$ cat src/rtl/plc_down_timer.sv
// plc_down_timer: loadable down-counting timer with prescaler for PLC
// countdown instructions. Preset is loaded on an accepted Start, then
// counted to zero in PRESCALE-cycle ticks while Enable is high. Done flags
// expiry as a level and Expired pulses once on entry to DONE.
// Optional build macro: PLC_TIMER_AUTO_RELOAD_EN (reload Preset on expiry
// and keep running; Abort is then the only exit).
module plc_down_timer #(
  parameter int unsigned WIDTH    = 4,
  parameter int unsigned PRESCALE = 1
) (
  input  logic             Clock,
  input  logic             nReset,
  input  logic [WIDTH-1:0] Preset,
  input  logic             Start,
  input  logic             Enable,
  input  logic             Abort,
  output logic [WIDTH-1:0] Count,
  output logic             Busy,
  output logic             Done,
  output logic             Expired
);

  localparam int unsigned PW = (PRESCALE > 1) ? $clog2(PRESCALE) : 1;
  localparam logic [PW-1:0] PS_LAST = PW'(PRESCALE - 1);

  typedef enum logic [1:0] {
    S_IDLE,
    S_RUN,
    S_HOLD,
    S_DONE
  } state_t;

  state_t           state_q, state_d;
  logic [WIDTH-1:0] count_q, count_d;
  logic [PW-1:0]    presc_q, presc_d;
  logic             busy_q, busy_d;
  logic             done_q, done_d;
  logic             expired_q, expired_d;

  // Next-state and datapath: Abort overrides Start, which overrides Enable.
  always_comb begin
    state_d   = state_q;
    count_d   = count_q;
    presc_d   = presc_q;
    expired_d = 1'b0;

    unique case (state_q)
      S_IDLE, S_DONE: begin
        if (Start) begin
          count_d = Preset;
          presc_d = '0;
          if (Preset != '0) begin
            state_d = S_RUN;
          end else begin
            state_d   = S_DONE;
            expired_d = 1'b1;
          end
        end
      end
      S_RUN, S_HOLD: begin
        // An enabled cycle counts whether we were running or held, so a pause
        // costs exactly as many cycles as Enable was low.
        if (!Enable) begin
          state_d = S_HOLD;
        end else begin
          state_d = S_RUN;
          if (presc_q == PS_LAST) begin
            presc_d = '0;
            if (count_q == WIDTH'(1)) begin
`ifdef PLC_TIMER_AUTO_RELOAD_EN
              expired_d = 1'b1;
              if (Preset != '0) begin
                count_d = Preset;
              end else begin
                count_d = '0;
                state_d = S_DONE;
              end
`else
              count_d   = '0;
              state_d   = S_DONE;
              expired_d = 1'b1;
`endif
            end else if (count_q != '0) begin
              count_d = count_q - WIDTH'(1);
            end
          end else begin
            presc_d = presc_q + PW'(1);
          end
        end
      end
      default: state_d = S_IDLE;
    endcase

    if (Abort) begin
      state_d   = S_IDLE;
      count_d   = '0;
      presc_d   = '0;
      expired_d = 1'b0;
    end
  end

  // Status flags are derived from the next state so they register with it.
  always_comb begin
    busy_d = (state_d == S_RUN) || (state_d == S_HOLD);
    done_d = (state_d == S_DONE);
  end

  // State and registered outputs.
  always_ff @(posedge Clock or negedge nReset) begin
    if (!nReset) begin
      state_q   <= S_IDLE;
      count_q   <= '0;
      presc_q   <= '0;
      busy_q    <= 1'b0;
      done_q    <= 1'b0;
      expired_q <= 1'b0;
    end else begin
      state_q   <= state_d;
      count_q   <= count_d;
      presc_q   <= presc_d;
      busy_q    <= busy_d;
      done_q    <= done_d;
      expired_q <= expired_d;
    end
  end

  assign Count   = count_q;
  assign Busy    = busy_q;
  assign Done    = done_q;
  assign Expired = expired_q;

endmodule

$ cat config.mk
export PLATFORM = sky130hd
export DESIGN_NAME = plc_down_timer
export DESIGN_NICKNAME = d
export VERILOG_FILES = /design/src/rtl/plc_down_timer.sv
export SDC_FILE = /design/constraint.sdc
export NUM_CORES = 1
export LEC_CHECK = 0
export ABC_AREA = 1
export BUFFER_PORTS_ARGS = -buffer_cell sky130_fd_sc_hd__buf_2
export CAP_MARGIN = 20
export CORE_AREA = 2 2 39 41
export DETAILED_ROUTE_END_ITERATION = 10
export DIE_AREA = 0 0 41 43
export PLACE_DENSITY = 0.68
export SYNTH_ARGS = -nofsm -noshare
export SYNTH_HDL_FRONTEND = slang
export SYNTH_SLANG_ARGS = --single-unit
$ cat constraint.sdc
create_clock -name Clock -period 1.71 [get_ports Clock]
set_input_delay 0.0855 -clock Clock [delete_from_list [all_inputs] [get_ports Clock]]
set_output_delay 0.0855 -clock Clock [all_outputs]
set_load 0.03 [all_outputs]
==> impl_metrics.py <==
metrics = {
    "min_path": {
        "whs_path_depth": 5,
        "hp-start": "Preset[0]",
        "hold_end": "Count[0]",
        "hp-class": "in -> reg",
    },
    "clocking": {
        "postCtsHoldBufs": 1,
        "htreeDepth": 1,
        "cts_tree": "built",
        "cts.repair.resized": 0,
        "numCtsBuffers": 3,
        "clock-root-buffer": "clkbuf_4",
        "clkSinkCount": 9,
        "insertion_delay_ns": 0.25,
        "post_cts_buffers": 0,
        "cts_buffer_depth": 2,
        "cts.clk_slew.worst_paths_ns": 0.06,
    },
    "power_and_ir_drop": {
        "ir_worst_vdd_mv": 0.6856,
        "switchingPower_mw": 0.4587,
        "pwr-share-clk": 0.160,
        "power_frac_comb": 0.525,
        "p_leak_nw": 0.4045,
        "switching_share": 0.4648,
        "powerDensity_nw_per_um2": 1391,
        "finalPower_mw": 0.9868,
        "power_frac_seq": 0.315,
        "power.internal_mw": 0.5281,
    },
    "place": {
        "gp_congestion": 0.8723,
        "dpl_worst_slack_ns": 0.2048,
        "numPortBuffers": 15,
        "hpwl_um": 945.8,
    },
    "worst_setup_path": {
        "worstPathBufferInverterCount": 1,
        "crit_chain": "inv_1, ha_1, nand2_1, nand2_1, o21ai_0, nor2_1, ha_1",
        "slowest_stage": "dfrtp_1",
        "rrSetupSlack_ns": 0.18,
        "crit_family": "adder cells",
        "regToRegEndpoint": "Busy",
        "startpoint_type": "flip-flop",
        "reg2reg_depth": 7,
        "cp.required_ns": 1.85,
        "end_kind": "flip-flop",
        "cpPeakStageDelay_ns": 0.42,
        "cp.arrival_ns": 1.67,
        "crit_fanout": 5,
        "crit_type": "reg -> reg",
        "regToRegStartpoint": "Count[1]",
    },
    "global_route": {
        "antenna_found_initial": 0,
        "grt_pass1_wl_um": 2063,
        "grt-ovfl-total": 0,
        "grt_pass1_vias": 506,
        "grtUsageTotal": 0.1729,
        "grt_max_degree": 10,
    },
    "logic_synthesis": {
        "synth_area_um2": 578.1,
        "avgSynthCellArea_um2": 7.226,
        "synth-simple-area-share": 0.3528,
        "synth_xor_area_frac": 0.01515,
        "synthAdderAreaFrac": 0.06494,
        "seq_area_frac_synth": 0.3896,
        "synth_nets": 92,
        "synth_compound_gate_area_share": 0.1126,
        "ys_types": 15,
        "syn-instance-count": 80,
        "yosysWarnings": 0,
        "ys_ff_latch": 9,
        "synth_top_family_by_area": "simple AND/OR/NAND/NOR gates",
        "synthMuxAreaShare": 0,
    },
    "sta": {
        "setup_viol": 0,
        "rsz0062_at_grt": "no",
        "period_minus_slack_ns": 1.530,
        "fin_skew_ns": 0.003458,
        "final_max_slew_viol_count": 0,
        "final_hold_viol_count": 0,
        "fin_setup_tns_ns": 0,
        "worst_pin_slew_ns": 0.2235,
        "setup_ws_ns": 0.1799,
        "timing.fmax_mhz": 653.6,
        "fin_crit_sh": 0.8948,
        "relSlewSlack": 0.8505,
    },
    "die": {
        "io_pins": 16,
        "rows": 14,
        "fp.dieH_um": 43,
        "core_um2": 1384,
        "die_w_um": 41,
        "die-area_um2": 1763,
        "initial_utilization": 0.4177,
    },
    "layout": {
        "antenna_cells": 0,
        "num-fill-cells": 142,
        "drive_gt1_frac": 0.2400,
        "final_cell_mix": "nand2_1 (29), buf_2 (15), inv_1 (10)",
        "syn_to_final_growth_pct": 22.73,
        "mostFrequentLayoutCell": "nand2_1",
        "layout.nets": 113,
        "multi_input_area_um2": 315.3,
        "seq_area_um2": 225.2,
    },
    "routing": {
        "wl_per_cell_um": 10.36,
        "drtPass1Iterations": 4,
        "totalWireLength_um": 1202,
        "drcViolationCount": 0,
        "num_vias": 548,
        "viasPerCell": 4.724,
        "dr.first_iter.drc_count": 9,
        "postRouteAntennaNets": 0,
    },
    "run": {
        "cap_viol_max_count": 0,
    },
    "run_status": {
        "outcome": "finished clean",
    },
}
[worst reg2reg max path, stage by stage (launching register included)]
cell     delay, ns
dfrtp_1       0.42
inv_1         0.09
ha_1          0.19
nand2_1       0.07
nand2_1       0.14
o21ai_0       0.09
nor2_1        0.16
ha_1          0.25
[sequential cells by signal (all words and copies together), names as in the netlist]
register and flops:
Busy 1, Count 4, Done 1, Expired 1
state_q 2
[final cells by class]
type / count / area share
clock buffer: 4 / 0.03704
tap: 16 / 0.02822
inverter: 10 / 0.05291
timing repair buffer: 16 / 0.1199
sequential: 9 / 0.3175
multi-input combinational: 61 / 0.4444
[cell families (layout without fill, tap and decap cells)]
family / Yosys count / count (layout)
AND/OR/NAND/NOR: 47 / 47
AO/OA/AOI/OAI: 10 / 10
buffers and inverters: 10 / 30
flip-flops: 9 / 9
adder cells (fa/ha/maj): 3 / 3
XOR/XNOR: 1 / 1
[power groups by stage]
stage	Combinational, mW	Sequential [mW]	Clock [mW]
detailed placement	0.517	0.312	0
CTS	0.524	0.310	0.168
finish	0.518	0.310	0.158
floorplan	0.307	0.398	0
global placement	0.523	0.311	0
global route	0.598	0.318	0.174
[per-stage QoR]
step / instance area [µm²] / hold slack [ns] / std cells / utilization
floorplan: 578.1 / -0.2101 / 80 / -
global placement: 673.1 / -0.05536 / 111 / 0.4864
detailed placement: 673.1 / -0.05273 / 111 / 0.4864
CTS: 709.4 / 0.1469 / 116 / 0.5127
global route: 709.4 / 0.2055 / 116 / 0.5127
finish: 709.4 / 0.1590 / 116 / 0.5127
[cells in the mapped netlist]
| library cell | n | share of area |
|---|---|---|
| nand2_1 | 29 | 0.19 |
| inv_1 | 10 | 0.065 |
| dfrtp_1 | 9 | 0.39 |
| nor2_1 | 8 | 0.052 |
| nand3_1 | 5 | 0.043 |
| o21ai_0 | 5 | 0.043 |
| ha_1 | 3 | 0.065 |
| nand2_2 | 3 | 0.032 |
| a21oi_1 | 2 | 0.017 |
| a21oi_4 | 1 | 0.028 |
| a31oi_1 | 1 | 0.011 |
| nand2_4 | 1 | 0.019 |
| nand3_2 | 1 | 0.017 |
| o21bai_1 | 1 | 0.013 |
| xnor2_1 | 1 | 0.015 |
[worst max path at each step]
stage / slack [ns] / startpoint / depth (start not counted) / end
4_1_cts: 0.17 / Count[1] / 7 / Busy
3_3_place_gp: 0.25 / Count[1] / 7 / Busy
6_report: 0.18 / Count[1] / 7 / Busy
5_1_grt: 0.02 / Count[1] / 7 / Busy
2_1_floorplan: 0.14 / Count[1] / 7 / Busy
3_5_place_dp: 0.20 / Count[1] / 7 / Busy
[metal layers]
| layer | share of wire | vias to the layer above | track usage |
|---|---|---|---|
| met5 | 0 | - | 0 |
| met4 | 0.0067 | 0 | 0.1000 |
| met3 | 0.039 | 2 | 0.01571 |
| met2 | 0.49 | 10 | 0.2594 |
| met1 | 0.46 | 244 | 0.2315 |
| li1 | - | 292 | - |
(Power assumes the default switching activity.)
